--- src/rtl/conversao_bcd_binario_if.sv ---
// Handshake and operand bundle between digit-entry logic and the BCD-to-binary converter.
interface conversao_bcd_binario_if;
  logic       START;
  logic [3:0] C;
  logic [3:0] D;
  logic [3:0] U;
  logic [9:0] NUM;
  logic       BUSY;
  logic       DONE;
  logic       ERRO;

  modport master (output START, C, D, U, input NUM, BUSY, DONE, ERRO);
  modport slave  (input START, C, D, U, output NUM, BUSY, DONE, ERRO);
endinterface

--- src/rtl/conversao_bcd_binario.sv ---
// Three-digit BCD to 10-bit binary converter using reverse double-dabble,
// one bit per clock, sequenced by a START/DONE handshake.
module conversao_bcd_binario (
  input logic                    CLK,
  input logic                    RST,
  conversao_bcd_binario_if.slave bus
);

  typedef enum logic {IDLE, SHIFT} state_t;

  state_t      state_q, state_d;
  logic [11:0] bcd_q, bcd_d;
  logic [9:0]  bin_q, bin_d;
  logic [3:0]  cnt_q, cnt_d;
  logic [9:0]  num_q, num_d;
  logic        done_q, done_d;
  logic        erro_q, erro_d;
  logic [21:0] step_w;

  // One reverse double-dabble step on {bcd,bin}: shift right, then any BCD
  // nibble that now reads 8 or more (MSB set) is corrected by -3.
  function automatic logic [21:0] dabble_step(input logic [21:0] v);
    logic [21:0] s;
    s = v >> 1;
    for (int n = 0; n < 3; n++) begin
      if (s[10 + 4*n + 3]) s[10 + 4*n +: 4] = s[10 + 4*n +: 4] - 4'd3;
    end
    return s;
  endfunction

  function automatic logic digits_ok(input logic [3:0] c, input logic [3:0] d,
                                     input logic [3:0] u);
    return (c <= 4'd9) && (d <= 4'd9) && (u <= 4'd9);
  endfunction

  assign step_w = dabble_step({bcd_q, bin_q});

  always_comb begin
    state_d = state_q;
    bcd_d   = bcd_q;
    bin_d   = bin_q;
    cnt_d   = cnt_q;
    num_d   = num_q;
    erro_d  = erro_q;
    done_d  = 1'b0;
    case (state_q)
      IDLE: begin
        if (bus.START) begin
          if (digits_ok(bus.C, bus.D, bus.U)) begin
            bcd_d   = {bus.C, bus.D, bus.U};
            bin_d   = '0;
            cnt_d   = '0;
            erro_d  = 1'b0;
            state_d = SHIFT;
          end else begin
            erro_d = 1'b1;
            num_d  = '0;
            done_d = 1'b1;
          end
        end
      end
      SHIFT: begin
        bcd_d = step_w[21:10];
        bin_d = step_w[9:0];
        cnt_d = cnt_q + 4'd1;
        if (cnt_q == 4'd9) begin
          num_d   = step_w[9:0];
          done_d  = 1'b1;
          state_d = IDLE;
        end
      end
      default: state_d = IDLE;
    endcase
  end

  always_ff @(posedge CLK or posedge RST) begin
    if (RST) begin
      state_q <= IDLE;
      bcd_q   <= '0;
      bin_q   <= '0;
      cnt_q   <= '0;
      num_q   <= '0;
      done_q  <= 1'b0;
      erro_q  <= 1'b0;
    end else begin
      state_q <= state_d;
      bcd_q   <= bcd_d;
      bin_q   <= bin_d;
      cnt_q   <= cnt_d;
      num_q   <= num_d;
      done_q  <= done_d;
      erro_q  <= erro_d;
    end
  end

  assign bus.NUM  = num_q;
  assign bus.BUSY = (state_q == SHIFT);
  assign bus.DONE = done_q;
  assign bus.ERRO = erro_q;

endmodule

--- src/flat_wrapper.sv ---
// flat-port wrapper written by rule: the top's interface ports become plain ports
module conversao_bcd_binario_flat 
  (CLK, RST, bus_START, bus_C, bus_D, bus_U, bus_NUM, bus_BUSY, bus_DONE, bus_ERRO);
  conversao_bcd_binario_if bus_i ();
  input logic CLK;
  input logic RST;
  input wire logic [$bits(bus_i.START)-1:0] bus_START;
  input wire logic [$bits(bus_i.C)-1:0] bus_C;
  input wire logic [$bits(bus_i.D)-1:0] bus_D;
  input wire logic [$bits(bus_i.U)-1:0] bus_U;
  output wire logic [$bits(bus_i.NUM)-1:0] bus_NUM;
  output wire logic [$bits(bus_i.BUSY)-1:0] bus_BUSY;
  output wire logic [$bits(bus_i.DONE)-1:0] bus_DONE;
  output wire logic [$bits(bus_i.ERRO)-1:0] bus_ERRO;
  assign bus_i.START = bus_START;
  assign bus_i.C = bus_C;
  assign bus_i.D = bus_D;
  assign bus_i.U = bus_U;
  assign bus_NUM = bus_i.NUM;
  assign bus_BUSY = bus_i.BUSY;
  assign bus_DONE = bus_i.DONE;
  assign bus_ERRO = bus_i.ERRO;
  conversao_bcd_binario u_core (.CLK(CLK), .RST(RST), .bus(bus_i));
endmodule
--- config.mk ---
export PLATFORM = sky130hd
export DESIGN_NAME = conversao_bcd_binario_flat
export DESIGN_NICKNAME = d
export VERILOG_FILES = /design/src/rtl/conversao_bcd_binario_if.sv /design/src/rtl/conversao_bcd_binario.sv /design/src/flat_wrapper.sv
export SDC_FILE = /design/constraint.sdc
export NUM_CORES = 1
export LEC_CHECK = 0
export BUFFER_PORTS_ARGS = -buffer_cell sky130_fd_sc_hd__buf_2
export CORE_ASPECT_RATIO = 0.6
export CORE_MARGIN = 2
export CORE_UTILIZATION = 59
export CTS_CLUSTER_DIAMETER = 100
export DETAILED_ROUTE_END_ITERATION = 10
export GPL_TIMING_DRIVEN = 0
export PLACE_DENSITY = 0.92
export SLEW_MARGIN = 0
export SYNTH_ARGS = -nofsm -noshare
export SYNTH_HDL_FRONTEND = slang
export SYNTH_SLANG_ARGS = --single-unit
--- constraint.sdc ---
create_clock -name CLK -period 2.3 [get_ports CLK]
set_input_delay 0.46 -clock CLK [delete_from_list [all_inputs] [get_ports CLK]]
set_output_delay 0.46 -clock CLK [all_outputs]
set_load 0.02 [all_outputs]
Word-level counts from Yosys, hierarchy flattened
Index checks and enable logic that the tools add are counted.
Storage, ports and cells
  input port bits: 15
  register bits after elaboration: 39
  word-level logic and storage cells: 47
  output and inout port bits: 13
Cells by class
  bitwise operators: 1
  $add $sub $neg: 3
  muxes and demuxes: 23
  $lt $le $gt $ge: 3
  reduce and logical (&&, ||, !) cells: 5
  eq/ne operators: 5
Operator list (number)
  10-bit 2-to-1 mux: 5
  10-bit one-hot mux with 2 select lines: 2
  12-bit 2-to-1 mux: 2
  12-bit one-hot mux with 2 select lines: 1
  4-bit 2-to-1 mux: 4
  4-bit <= comparator (second input constant): 3
  4-bit one-hot mux with 2 select lines: 1
  4-bit by 2-bit subtractor with 4-bit output (second input constant): 2
  1-bit 2-to-1 mux: 6
  2-bit != test (second input constant): 3
  4-bit by 1-bit adder with 4-bit output (second input constant): 1
  4-bit equality test (second input constant): 1
  1-bit one-hot mux with 2 select lines: 2
  2-bit AND reduction: 2
  3-bit AND reduction: 1
  1-bit logical AND: 2
  2-bit by 1-bit != test with 1-bit output (second input constant): 1
  1-bit NOT: 1

Logic depth before layout (Yosys ltp)
Gate-level depths: netlist of the first run.
  depth in word-level cells: 6
  depth in mapped cells: 6
  gate-level depth less buffers: 5

Worst setup path before layout of the first run
OpenSTA, ideal clock, no wires.
  path kind: register to register
  start point: register u_core.state_q (netlist: u_core.bus.BUSY)
  end point: register u_core.bcd_q[0]
  path slack: 0.867 ns
  data arrival time: 1.283 ns
  period minus slack after synthesis: 1.433 ns
  cell stages (with the launch flop): 4
  setup time: 0.149 ns
  path buffers: 0
  required time: 2.151 ns
  cell sequence: dfrtp_1 -> nand2b_4 -> nor4_4 -> a222oi_1
On the way
  word-level cells in the longest chain between the ends: 3
  elaborated cells on any way between the ends: 5
  those cells by class: 2 x eq/ne; 1 x mux; 1 x bitwise; 1 x reduce/logical
RTL lines
  start: declaration: line conversao_bcd_binario.sv:11  | state_t state_q, state_d;
  start signal: assignment: line conversao_bcd_binario.sv:86  | state_q <= state_d;
  1-bit NOT (no line)
  2-bit by 1-bit != test with 1-bit output (no line) / 2-bit != test (equally long branches)
  2-bit AND reduction (no line)
  end signal: assignment: line conversao_bcd_binario.sv:79  | bcd_q <= '0;
  end signal: assignment: line conversao_bcd_binario.sv:87  | bcd_q <= bcd_d;
  end: declaration: line conversao_bcd_binario.sv:12  | logic [11:0] bcd_q, bcd_d;
Parallel ways exist; a longest one is shown, timed or not.
A chain may end at the register's enable or synchronous reset.

Final worst setup path of the first run
Ends and elaborated chain as after synthesis.

==> metrics.log, run 1 <==
INFO  metric largest_driver_fanout_on_the_critical_path = 10
INFO  metric grt_first_pass_wirelength = 6423 um
INFO  metric overflow = 0
INFO  metric setup.worst_path.start = u_core.bus.BUSY$_DFF_PP0_
INFO  metric ant_nets = 0
INFO  metric vias = about 1.4k
INFO  metric worstReg2RegStart = u_core.bus.BUSY$_DFF_PP0_
INFO  metric synth_flop_cell = sky130_fd_sc_hd__dfrtp_1
INFO  metric outcome = complete, no violations
INFO  metric first_global_vias = 1334
INFO  metric power-per-cell-area = 1337 nW/um2
INFO  metric grt_setup_unrepaired = false
INFO  metric antenna_found_initial = 0
INFO  metric routed_wire_length_per_instance = 17.46 um
INFO  metric dpl.hpwl = between 2000 and 3000 um
INFO  metric drt-vias-per-instance = 6.132
INFO  metric final-setup-viol-count = 0
INFO  metric cts_tree = done
INFO  metric numPortBuffers = 27
INFO  metric fin_total_pwr = 2761 uW
INFO  metric slowest_stage = sky130_fd_sc_hd__nor4_4
INFO  metric postLayoutCellArea = about 2100 um2
INFO  metric cts_buffers = 5
INFO  metric dieArea = roughly 3500 um2
INFO  metric synth_seq_area_share = a little over half
INFO  metric max_cap_violations = 0
INFO  metric clkTransAtPathRegs = 80 ps
INFO  metric static-leakage-power = between 0.0009 and 0.001 uW
INFO  metric globalRouteTotalUtil = 26.68%
INFO  metric skew = 8.862 ps
INFO  metric slew_violations = 0
INFO  metric synth_cells = 158
INFO  metric cts_h_tree_depth = 2
INFO  metric dieHeight = 46.34 um
INFO  metric initialDrtViolationCount = 204
INFO  metric syn-num-nets = roughly 180
INFO  metric min-delay-path-class = in2async
INFO  metric timing.critical_path.slowest_cell_delay = 620 ps
INFO  metric max_clock_freq = 610.9 MHz
INFO  metric clockBufferDepth = 2
INFO  metric floorplan.io_pins = 28
INFO  metric ir_drop = approximately 0.00074 V
INFO  metric synthesis.area_per_instance = 11.16 um2
INFO  metric synth_async_sr_flop_share = 100.0%
INFO  metric clkSinkCount = 38
INFO  metric synth_enable_flop_cells = 0
INFO  metric grt_start_max_net_pins = 39
INFO  metric drc = 0
INFO  metric root_buffer = sky130_fd_sc_hd__clkbuf_8
INFO  metric drive_above_1_share = 25.91%
INFO  metric antennaDiodeCount = 0
INFO  metric crit_arrival = 1790 ps
INFO  metric timing.max_slew.rel_slack = 49.62%
INFO  metric yosys_register_bits = 38
INFO  metric core-area = 2853 um2
INFO  metric syn-cell-area = between 1500 and 2000 um2
INFO  metric synthToLayoutAreaGrowth = 17.10%
INFO  metric worstSetupEndpointType = register
INFO  metric dpl-instance-area = 1951 um2
INFO  metric initial_utilization = between 60 and 70%
INFO  metric fp.dieW = 74.57 um
INFO  metric startpoint_type = register
INFO  metric cts-hold-fix-buffers = 0
INFO  metric clock_insertion_delay_worst_skew = 300 ps
INFO  metric critical_path_required = roughly 2500 ps
INFO  metric wl = 4104 um
INFO  metric fin_tns_setup = 0 ps
INFO  metric final-hold-violation-count = 0
INFO  metric worst_slew_pin_slew = 754.6 ps
INFO  metric drt_pass1_iterations = 4
INFO  metric place_congestion = 0.8211
INFO  metric yosysWarningCount = 0
INFO  metric placementRows = 15
INFO  metric fin_crit_sh = 71.17%
INFO  metric finalNetCount = 211
INFO  metric synth.distinct_cells = 34
INFO  metric worstPathCellList = nand2b_4 -> nor4_4 -> a222oi_1
INFO  metric postCtsSetupRepairBufs = 0
INFO  metric postCtsResizedCells = 0
INFO  metric finalWorstPathRequiredPeriod = 1637 ps
INFO  metric timing.setup.critical_path_class = reg2reg
[cells in the mapped netlist, drive strengths merged, types with 5 or more instances]
library cell  count  area [um2]
dfrtp            38       950.9
nand2            23       86.33
a21oi            10       50.05
a221o             8       80.08
o21ai             5       36.29
nand2b            5       38.78
nor4              5       46.29
a22o             11       96.34
inv               6       22.52
[placed cells by master, fill, tap and decap left out, types with 4 or more instances in the layout]
cell / instances
sky130_fd_sc_hd__buf_2: 31
sky130_fd_sc_hd__ha_1: 4
sky130_fd_sc_hd__a221o_1: 8
sky130_fd_sc_hd__clkbuf_8: 5
sky130_fd_sc_hd__clkbuf_1: 4
sky130_fd_sc_hd__nand2_1: 23
sky130_fd_sc_hd__a22o_1: 11
sky130_fd_sc_hd__a21oi_1: 10
sky130_fd_sc_hd__nor2b_1: 4
sky130_fd_sc_hd__nor4_1: 4
sky130_fd_sc_hd__nand2b_1: 4
sky130_fd_sc_hd__dfrtp_1: 38
sky130_fd_sc_hd__and2_1: 4
sky130_fd_sc_hd__inv_1: 5
[metrics by stage]
stage	hold WS (ps)	worst slack, ps	utilization (%)	instances
3_5_place_dp	482.6	459.5	68.38	227
5_1_grt	359.5	556.7	72.37	235
3_3_place_gp	477.7	548.0	68.38	227
6_report	285.6	663.1	72.37	235
4_1_cts	386.1	663.1	72.37	235
2_1_floorplan	457.9	867.5	-	158
[worst max-delay path, delay by kind of cell, from the launching register on]
| kind | cells | cell delay (ps) |
|---|---|---|
| and+or+nand+nor | 2 | 820 |
| AOI/OAI and AO/OA | 1 | 240 |
| DFF | 1 | 430 |
[cell type report]
cell class              count  area (um2)
multi-input cells         106       754.5
well taps                  42       52.55
clock buffers               5       68.82
repair buffers             27       135.1
clock inverters             3       45.04
fillers                   216       788.3
plain buffers               8       35.03
inverters                   6       22.52
flip-flops and latches     38       950.9
[sequential cells by signal, summed over array words and instances (netlist names)]
| signal | cells |
|---|---|
| u_core.bcd_q | 12 |
| u_core.bus.ERRO | 1 |
| u_core.bus.NUM | 10 |
| u_core.cnt_q | 4 |
| u_core.bin_q | 9 |
| u_core.bus.BUSY | 1 |
| u_core.bus.DONE | 1 |
[cells by family after synthesis]
family,Yosys count,share of synthesized area (%)
and+or+nand+nor,51,16.11
AOI/OAI and AO/OA,44,20.09
DFF,38,53.94
buffers and inverters,14,3.264
xor gates and xnor gates,4,1.988
adders and majority gates,4,2.839
muxes,3,1.774
[per-layer routing]
layer / track usage (%) / share of wire, %
met5: 0 / 0
met1: 34.89 / 42
met3: 9.409 / 7.2
met2: 40.35 / 48
met4: 12.50 / 3.1
[power by group]
group / switching, uW / total [uW] / internal [uW]
Sequential: 241 / 1180 / 934
Combinational: 568 / 1010 / 447
Clock: 249 / 571 / 322
[path summary, 6_finish.rpt]
check	end	slack (ps)	cells after the start
setup / recovery	u_core.bcd_q[0]$_DFFE_PP0P_	660	3
hold / removal	u_core.bus.NUM[7]$_DFFE_PP0P_	290	2
setup reg to reg	u_core.bcd_q[0]$_DFFE_PP0P_	660	3
hold reg to reg	u_core.bcd_q[11]$_DFFE_PP0P_	500	1
max in group asynchronous	u_core.bus.BUSY$_DFF_PP0_	1530	2
min in group CLK	u_core.bcd_q[8]$_DFFE_PP0P_	390	2
No activity file was read; power rests on OpenSTA's default activity.
==> run 2, diff against run 1 <==
ABC_AREA = 1   (was default)
CORE_UTILIZATION = 51   (was 59)
PLACE_DENSITY = 0.84   (was 0.92)
clock period = 1.4 ns   (was 2.3 ns; I/O delays follow)
==> run 2 against run 1 <==
Effect of this change: wire length grew 5.2%; count of clock-buffer cells in the layout grew 1; critical path depth up 2; register-to-register slack worse by 550 ps; combinational power up 110%; core utilization shrank 9.1 points; clock power up 100%; critical endpoint is now u_core.bus.NUM[0]$_DFFE_PP0P_.
==> metrics.log, run 2 <==
INFO  metric ir_drop = 0.001150 V (+55%)
INFO  metric synth_async_sr_flop_share = 100.0% (unchanged)
INFO  metric layout_commonest_cell = sky130_fd_sc_hd__nand2_1
INFO  metric static-leakage-power = 0.001280 uW (+33%)
INFO  metric vias = 1786 (+24%)
INFO  metric power-per-cell-area = 2230 nW/um2 (+67%)
INFO  metric numPortBuffers = 27 (unchanged)
INFO  metric initial_utilization = 53.68% (-8.1 points)
INFO  metric first_global_vias = 1670 (+25%)
INFO  metric largest_reg_flops = 12 (unchanged)
INFO  metric final_core_util = 63.25% (-9.1 points)
INFO  metric setup_slack = 110.2 ps (-552.9 ps)
INFO  metric root_buffer = sky130_fd_sc_hd__clkbuf_8
INFO  metric yosysWarningCount = 0 (unchanged)
INFO  metric wl = 4317 um (+5.2%)
INFO  metric final-setup-viol-count = 0 (unchanged)
INFO  metric synth_enable_flop_cells = 0 (unchanged)
INFO  metric antenna_found_initial = 0 (unchanged)
INFO  metric max_flop_register = u_core.bcd_q
INFO  metric ant_nets = 0 (unchanged)
INFO  metric outcome = complete, no violations
INFO  metric final-hold-violation-count = 0 (unchanged)
INFO  metric synth_seq_area_share = 47.86% (-6.1 points)
INFO  metric fp.dieW = 84.58 um (+13%)
INFO  metric cts-hold-fix-buffers = 0 (unchanged)
INFO  metric worst_hold_slack = 120.6 ps (-165.0 ps)
INFO  metric syn-num-nets = 260 (+47%)
INFO  metric syn-cell-area = 1987 um2 (+13%)
INFO  metric drive_above_1_share = 25.27% (-0.64 points)
INFO  metric largest_driver_fanout_on_the_critical_path = 10 (unchanged)
INFO  metric routed_wire_length_per_instance = 13.32 um (-24%)
INFO  metric clkTransAtPathRegs = 80 ps (about the same)
INFO  metric yosys.area.top_type_share = 47.86% (-6.1 points)
INFO  metric most_instantiated_library_cell_after_synthesis = sky130_fd_sc_hd__nand2_1
INFO  metric dieHeight = 52.35 um (+13%)
INFO  metric mostFrequentLayoutCells = 79 x sky130_fd_sc_hd__nand2_1, 53 x sky130_fd_sc_hd__nand3_1, 38 x sky130_fd_sc_hd__dfrtp_1
INFO  metric yosys_register_bits = 38 (unchanged)
INFO  metric placementRows = 17 (+2)
INFO  metric skew = 5.865 ps (-2.997 ps)
INFO  metric worst_slew_pin_slew = 782.5 ps (+27.88 ps)
INFO  metric clkSinkCount = 38 (unchanged)
INFO  metric initialDrtViolationCount = 123 (-40%)
INFO  metric grt_start_max_net_pins = 39 (unchanged)
INFO  metric clockBufferDepth = 2 (unchanged)
INFO  metric cts_tree = done
INFO  metric min-delay-path-class = in2async
INFO  metric globalRouteTotalUtil = 22.59% (-4.1 points)
INFO  metric timing.setup.critical_path_class = reg2reg
INFO  metric synthesis.area_per_instance = 8.244 um2 (-26%)
INFO  metric drt_pass1_iterations = 5 (+1)
INFO  metric floorplan.io_pins = 28 (unchanged)
INFO  metric synthToLayoutAreaGrowth = 17.82%
INFO  metric drt-vias-per-instance = 5.512 (-10%)
INFO  metric worstSetupEndpointType = register
INFO  metric drc = 0 (unchanged)
INFO  metric synth_flop_cell = sky130_fd_sc_hd__dfrtp_1
INFO  metric place_congestion = 0.8157 (-0.66%)
INFO  metric slew_violations = 0 (unchanged)
INFO  metric dieArea = 4428 um2 (+28%)
INFO  metric crit_arrival = 1530 ps (-260 ps)
INFO  metric critical_path_required = 1640 ps (-810 ps)
INFO  metric core-area = 3701 um2 (+30%)
INFO  metric yosys.area.top_type = sky130_fd_sc_hd__dfrtp_1
INFO  metric max_clock_freq = 775.3 MHz (+27%)
INFO  metric synth.distinct_cells = 23 (-32%)
INFO  metric finalWorstPathRequiredPeriod = 1290 ps (-347.1 ps)
INFO  metric timing.max_slew.rel_slack = 47.76% (-1.9 points)
INFO  metric synth_top_cells_by_area = sky130_fd_sc_hd__dfrtp_1 48%, sky130_fd_sc_hd__nand2_1 15%, sky130_fd_sc_hd__nand3_1 13%
INFO  metric dpl.hpwl = 3033 um (+2.5%)
INFO  metric startpoint_type = register
INFO  metric fin_crit_sh = 92.13% (+21 points)
INFO  metric synth_cells = 241 (+53%)
INFO  metric antennaDiodeCount = 0 (unchanged)
INFO  metric cts_h_tree_depth = 2 (unchanged)
INFO  metric worst_slack_at_placement = 43.88 ps (-415.6 ps)
INFO  metric max_cap_violations = 0 (unchanged)
INFO  metric clock_insertion_delay_worst_skew = 300 ps (about the same)
INFO  metric cts_buffers = 5 (unchanged)
INFO  metric finalNetCount = 295 (+40%)
INFO  metric grt_first_pass_wirelength = 7748 um (+21%)
INFO  metric grt_setup_unrepaired = false
INFO  metric synth_top_cells_by_count = 79 x sky130_fd_sc_hd__nand2_1, 53 x sky130_fd_sc_hd__nand3_1, 38 x sky130_fd_sc_hd__dfrtp_1
INFO  metric overflow = 0 (unchanged)
[run 2: final timing paths]
path | to | depth (start not counted) | startpoint | slack [ps]
worst max-delay path | u_core.bus.NUM[0]$_DFFE_PP0P_ | 5 | u_core.cnt_q[0]$_DFFE_PP0P_ | 110
worst min-delay path | u_core.bus.NUM[9]$_DFFE_PP0P_ | 2 | RST | 120
worst max register to register | u_core.bus.NUM[0]$_DFFE_PP0P_ | 5 | u_core.cnt_q[0]$_DFFE_PP0P_ | 110
worst min register to register | u_core.bus.NUM[9]$_DFFE_PP0P_ | 2 | u_core.bus.NUM[9]$_DFFE_PP0P_ | 500
max in group asynchronous | u_core.bus.ERRO$_DFFE_PP0P_ | 2 | RST | 770
min in group CLK | u_core.bcd_q[11]$_DFFE_PP0P_ | 5 | bus_C[3] | 330
[run 2: where the power goes]
| group | leakage (uW) | switching, uW | total [uW] | internal (uW) |
|---|---|---|---|---|
| Clock | 0.0000714 | 406 | 1170 | 760 |
| Sequential | 0.000494 | 369 | 1930 | 1560 |
| Combinational | 0.000714 | 1290 | 2130 | 836 |
| Total | 0.00128 | 2070 | 5220 | 3150 |
[run 2: per-stage QoR]
step	power (uW)	cell area [um2]	std cells	TNS (ps)
after global placement	3928	2181	315	-9037
after global routing	5682	2341	324	0
after floorplan	3452	1987	241	0
after detailed placement	4004	2181	315	0
final	5221	2341	324	0
after CTS	5191	2323	323	0
[run 2: layout make-up]
type | instances | area, um2
well taps | 47 | 58.81
plain buffers | 16 | 125.1
multi-input cells | 174 | 872.1
clock buffers | 6 | 82.58
clock inverters | 2 | 60.06
fillers | 318 | 1360
repair buffers | 28 | 142.6
inverters | 13 | 48.80
flip-flops and latches | 38 | 950.9
[run 2: metal layers]
metal  track usage [%]  share of wire, %
met2             35.56                43
met4             5.556              0.83
met3             5.512               8.1
met5                 0                 0
met1             31.82                48
[run 2: logic make-up after synthesis]
| family | Yosys count | synth area share, % |
|---|---|---|
| buffers and inverters | 29 | 8.375 |
| AOI/OAI and AO/OA | 15 | 4.660 |
| DFF | 38 | 47.86 |
| adders and majority gates | 4 | 2.519 |
| and+or+nand+nor | 155 | 36.59 |
[run 2: worst max-delay path: stages (launching register included)]
cell,delay (ps)
sky130_fd_sc_hd__dfrtp_1,430
sky130_fd_sc_hd__ha_1,230
sky130_fd_sc_hd__nand4_1,150
sky130_fd_sc_hd__buf_2,260
sky130_fd_sc_hd__nand3_1,100
sky130_fd_sc_hd__nand2_1,70
[run 2: what timing repair did]
action                     4_1_cts  5_1_grt
setup buffers                    0        1
gates resized for setup          0        7
setup endpoints to repair        0       11
